`src/rtl/regfile_wb_scheduler.sv`:
```
// Round-robin arbiter for the single register file write port, plus the
// pending-write scoreboard that stalls issue on RAW and WAW hazards.
module regfile_wb_scheduler #(
  parameter int register_width = 32,
  parameter int NUM_REQ = 3
) (
  input  logic clk,
  input  logic resetn,
  input  logic issue_valid,
  input  logic [4:0] issue_rd,
  input  logic issue_rd_en,
  input  logic [4:0] issue_rs1,
  input  logic [4:0] issue_rs2,
  input  logic [4:0] issue_rs3,
  input  logic [2:0] issue_rs_en,
  output logic issue_stall,
  input  logic [NUM_REQ-1:0] wb_valid,
  input  logic [5*NUM_REQ-1:0] wb_addr,
  input  logic [register_width*NUM_REQ-1:0] wb_data,
  output logic [NUM_REQ-1:0] wb_ready,
  output logic register_to_write_en,
  output logic [4:0] register_to_write_addr,
  output logic [register_width-1:0] register_to_write_data,
  output logic [31:0] pending,
  output logic wb_orphan
);

  localparam int PW = $clog2(NUM_REQ);

  logic [PW-1:0] rr_ptr;
  logic [PW-1:0] nxt_ptr;
  logic [NUM_REQ-1:0] gnt;
  logic found;
  logic accept;
  logic [4:0] sel_addr;
  logic [register_width-1:0] sel_data;

  logic [2:0] rs_hit;
  logic waw;
  logic issue_fire;
  logic [31:0] set_mask;
  logic [31:0] clr_mask;
  logic orphan_hit;

  // Offset k from rr_ptr is tried before offset k+1, so the first
  // valid requester at or after the pointer wins.
  always_comb begin
    gnt = '0;
    found = 1'b0;
    nxt_ptr = rr_ptr;
    sel_addr = '0;
    sel_data = '0;
    for (int k = 0; k < NUM_REQ; k++) begin
      for (int i = 0; i < NUM_REQ; i++) begin
        if (!found && wb_valid[i] &&
            (i == (int'(rr_ptr) + k) % NUM_REQ)) begin
          found = 1'b1;
          gnt[i] = 1'b1;
          nxt_ptr = PW'((i + 1) % NUM_REQ);
          sel_addr = wb_addr[5*i +: 5];
          sel_data = wb_data[register_width*i +: register_width];
        end
      end
    end
  end

  assign wb_ready = resetn ? gnt : '0;
  assign accept = resetn && found;

  assign rs_hit[0] = issue_rs_en[0] && (issue_rs1 != 5'd0)
                     && pending[issue_rs1];
  assign rs_hit[1] = issue_rs_en[1] && (issue_rs2 != 5'd0)
                     && pending[issue_rs2];
  assign rs_hit[2] = issue_rs_en[2] && (issue_rs3 != 5'd0)
                     && pending[issue_rs3];
  assign waw = issue_rd_en && pending[issue_rd];

  assign issue_stall = issue_valid && ((|rs_hit) || waw);
  assign issue_fire = issue_valid && !issue_stall;

  assign set_mask = (issue_fire && issue_rd_en && (issue_rd != 5'd0))
                    ? (32'd1 << issue_rd) : 32'd0;
  assign clr_mask = register_to_write_en
                    ? (32'd1 << register_to_write_addr) : 32'd0;

  assign orphan_hit = accept && (sel_addr != 5'd0) && !pending[sel_addr];

  // Clear is applied before set so a new producer keeps its bit.
  always_ff @(posedge clk) begin
    if (!resetn) begin
      rr_ptr <= '0;
      pending <= '0;
      wb_orphan <= 1'b0;
      register_to_write_en <= 1'b0;
      register_to_write_addr <= '0;
      register_to_write_data <= '0;
    end else begin
      pending <= ((pending & ~clr_mask) | set_mask) & ~32'd1;
      if (orphan_hit)
        wb_orphan <= 1'b1;
      register_to_write_en <= accept && (sel_addr != 5'd0);
      if (accept) begin
        rr_ptr <= nxt_ptr;
        register_to_write_addr <= sel_addr;
        register_to_write_data <= sel_data;
      end
    end
  end

endmodule

```
`config.mk`:
```
export PLATFORM = sky130hd
export DESIGN_NAME = regfile_wb_scheduler
export DESIGN_NICKNAME = d
export VERILOG_FILES = /design/src/rtl/regfile_wb_scheduler.sv
export SDC_FILE = /design/constraint.sdc
export NUM_CORES = 1
export LEC_CHECK = 0
export CAP_MARGIN = 25
export CORE_MARGIN = 1.5
export CORE_UTILIZATION = 40
export DETAILED_ROUTE_END_ITERATION = 8
export GPL_TIMING_DRIVEN = 0
export HOLD_SLACK_MARGIN = 0.08
export PLACE_DENSITY = 0.87
export SYNTH_ARGS = -nofsm -noshare
export SYNTH_HDL_FRONTEND = slang
export SYNTH_SLANG_ARGS = --single-unit
```
`constraint.sdc`:
```
create_clock -name clk -period 3.7 [get_ports clk]
set_input_delay 0.37 -clock clk [delete_from_list [all_inputs] [get_ports clk]]
set_output_delay 0.37 -clock clk [all_outputs]
set_load 0.02 [all_outputs]
```
==> results.toml <==
[sta]
grt_setup_unrepaired = "yes"
period_share_pct = 97.33
slew_violations = 0
period_minus_slack_ns = 3.601
hold_viol_final = 0
setup_slack_ns = 0.09892
skew_ns = 0.008678
tightest_slew_ns = 0.7650
slew_headroom_pct = 48.81
max_freq_mhz = 277.7
holdWs_ns = 0.4528
finalSetupViolations = 0

[drt]
drt-total-wl_mm = 19.96
vias = 5945
ant_nets = 0
post_drt_via_cell_ratio = 6.116
wl_per_cell_um = 20.54
drc_errors = 0
drtIter0Drc = 764
drt_pass1_iterations = 6

[synthesis]
syn_nets = 719
yosysWarnings = 0
syn_inst = 576
synth-async-reset-ratio_pct = 0
synth_area_sq_um = 5145
synth_ff_type = "dfxtp_1"
synth_edf_count = 0
synth_cell_types = 59
ys_seq_elements = 72
synth_area_leaders = "dfxtp_1, mux4_2, a222oi_1"
synth_top_area_share_pct = 28.02
synth_top_area_cell = "dfxtp_1"
ys_seq_area_share_pct = 28.02
syn_avg_cell_area_sq_um = 8.932

[clock_tree]
clk_latency_ns = 0.34
clk_pin_slew_worst_paths_ns = 0.06
root_buffer = "clkbuf_16"
cts_tree = "done"
cts_hold_buf = 0
cts_sinks = 72
cts_made_buffers = 9
htree_num_levels = 3
cts_buffer_depth = 2

[setup_path]
required_ns = 3.33
startpoint_type = "flop"
crit_chain = "mux4_2 -> mux4_2 -> mux2_2 -> a221oi_4 -> o21ai_0 -> and2_1 -> clkdlybuf4s50_1"
cp_slowest_cell = "clkdlybuf4s50_1"
critical_path_class = "flop to output port"
critPathMaxStageDelay_ns = 0.54
crit_path_frequent_cell = "mux4_2"
cp_max_fo = 7
end_kind = "output port"
cp.arrival_ns = 3.23

[status]
status = "finished clean"

[cells_and_area]
diodes = 0
layout_commonest_cell = "clkdlybuf4s50_1"
areaGrowthSynthToFinish_pct = 51.43
post_route_cells_drive_above_1_share_pct = 12.00
final_cell_mix = "clkdlybuf4s50_1, dfxtp_1, nand2_1"
finalCoreUtilization_pct = 61.99
nFillCells = 1051
final_nets = 938

[global_routing]
grt_pass1_wl_mm = 31.11
antenna_found_initial = 0
grt_pass1_vias = 5856
grt_max_degree = 13
overflow = 0
grt_use_total_pct = 29.97

[floorplanning]
num_io_pins = 216
dieArea_sq_um = 13550
die_y_um = 116.4
fp.coreArea_sq_um = 12570
fp.dieW_um = 116.4
num_rows = 41
start_util_pct = 40.94

[place]
place_ws_ns = -0.3334
dp_hpwl_mm = 15.10
io_buffers = 205
gp_congestion = 0.9551

[job]
cap_violations = 0

[min_path]
hold_class = "flop to flop"

[power]
peakVddDrop_uv = 331.4
power_leakage_uw = 0.002736
powerDensity_nw_per_um2 = 497.2
layout make-up:
type,count,area (sq um),share of cell area [%]
multi-input cells,441,3462,44.44
well taps,172,215.2,2.762
repair buffers,209,2082,26.72
inverters,12,45.04,0.5781
clock buffers,10,239.0,3.067
flip-flops and latches,72,1441,18.50
plain buffers,50,224.0,2.875
clock inverters,6,82.58,1.060
routing by layer:
| layer | routed length [um] | vias to the layer above | GRT usage (%) | part of all wire (%) |
|---|---|---|---|---|
| li1 | - | 2704 | - | - |
| met1 | 7731 | 2794 | 38.64 | 39 |
| met2 | 9501 | 396 | 49.10 | 48 |
| met3 | 2170 | 51 | 6.539 | 11 |
| met4 | 558 | 0 | 11.95 | 2.8 |
| met5 | 0 | - | 0 | 0 |
final timing paths:
check	startpoint	endpoint	slack, ns	cells after the start
max	pending[20]$_SDFF_PN0_	issue_stall	0.1	7
min	register_to_write_data[27]$_SDFFE_PN0P_	register_to_write_data[27]$_SDFFE_PN0P_	0.45	2
max reg2reg	rr_ptr[0]$_SDFFE_PN0P_	wb_orphan$_SDFFE_PN0P_	0.22	13
min reg2reg	register_to_write_data[27]$_SDFFE_PN0P_	register_to_write_data[27]$_SDFFE_PN0P_	0.45	2
critical path, delay by kind of cell, from the launching register on:
family / cells / cell delay [ns]
AOI/OAI and AO/OA: 2 / 0.50
DFF: 1 / 0.44
buffers and inverters: 1 / 0.54
muxes: 3 / 1.26
and+or+nand+nor: 1 / 0.17
cell families (layout without fill, tap and decap cells):
family	Yosys count	in the layout	share of synthesized area [%]
muxes	66	66	21.28
DFF	72	72	28.02
adders and majority gates	2	2	0.4863
AOI/OAI and AO/OA	205	205	28.21
and+or+nand+nor	167	167	16.78
other	1	1	0.07289
buffers and inverters	63	287	5.155
sequential cells by signal, summed over array words and instances (netlist names):
name and count:
register_to_write_en 1, rr_ptr 2, register_to_write_addr 5, register_to_write_data 32, wb_orphan 1, pending 31
timing repair:
item / in CTS / in global routing
gates cloned: 0 / 0
resized for setup: 5 / 9
endpoints found under the setup margin: 4 / 4
hold endpoints to repair: 0 / 0
pin swaps: 1 / 3
setup buffers: 2 / 1
per-stage QoR:
stage / cells / setup TNS (ns) / power (uW) / area (sq um)
finish: 972 / 0 / 3874 / 7791
CTS: 972 / 0 / 3850 / 7774
global route: 972 / -0.008709 / 4094 / 7791
detailed placement: 954 / -0.5150 / 2879 / 7417
floorplan: 576 / 0 / 2124 / 5145
global placement: 953 / -0.6861 / 2855 / 7412
cell usage after synthesis (all sizes together) (7+ instances only):
master,count
a221oi,7
mux2,7
mux4,34
mux2i,25
nand3,20
inv,12
o22ai,7
a21oi,39
a222oi,26
dfxtp,72
buf,14
nand2,55
nor3,7
a211oi,14
o211ai,11
o21ai,47
o31ai,7
a22oi,13
nor2b,15
nand2b,8
clkbuf,37
nor2,37
power breakdown:
part / switching (uW) / total, uW / internal, uW
combinational: 1080 / 1910 / 825
sequential: 94.8 / 1020 / 925
clock: 341 / 946 / 605
Power figures use the tool's default switching activity.
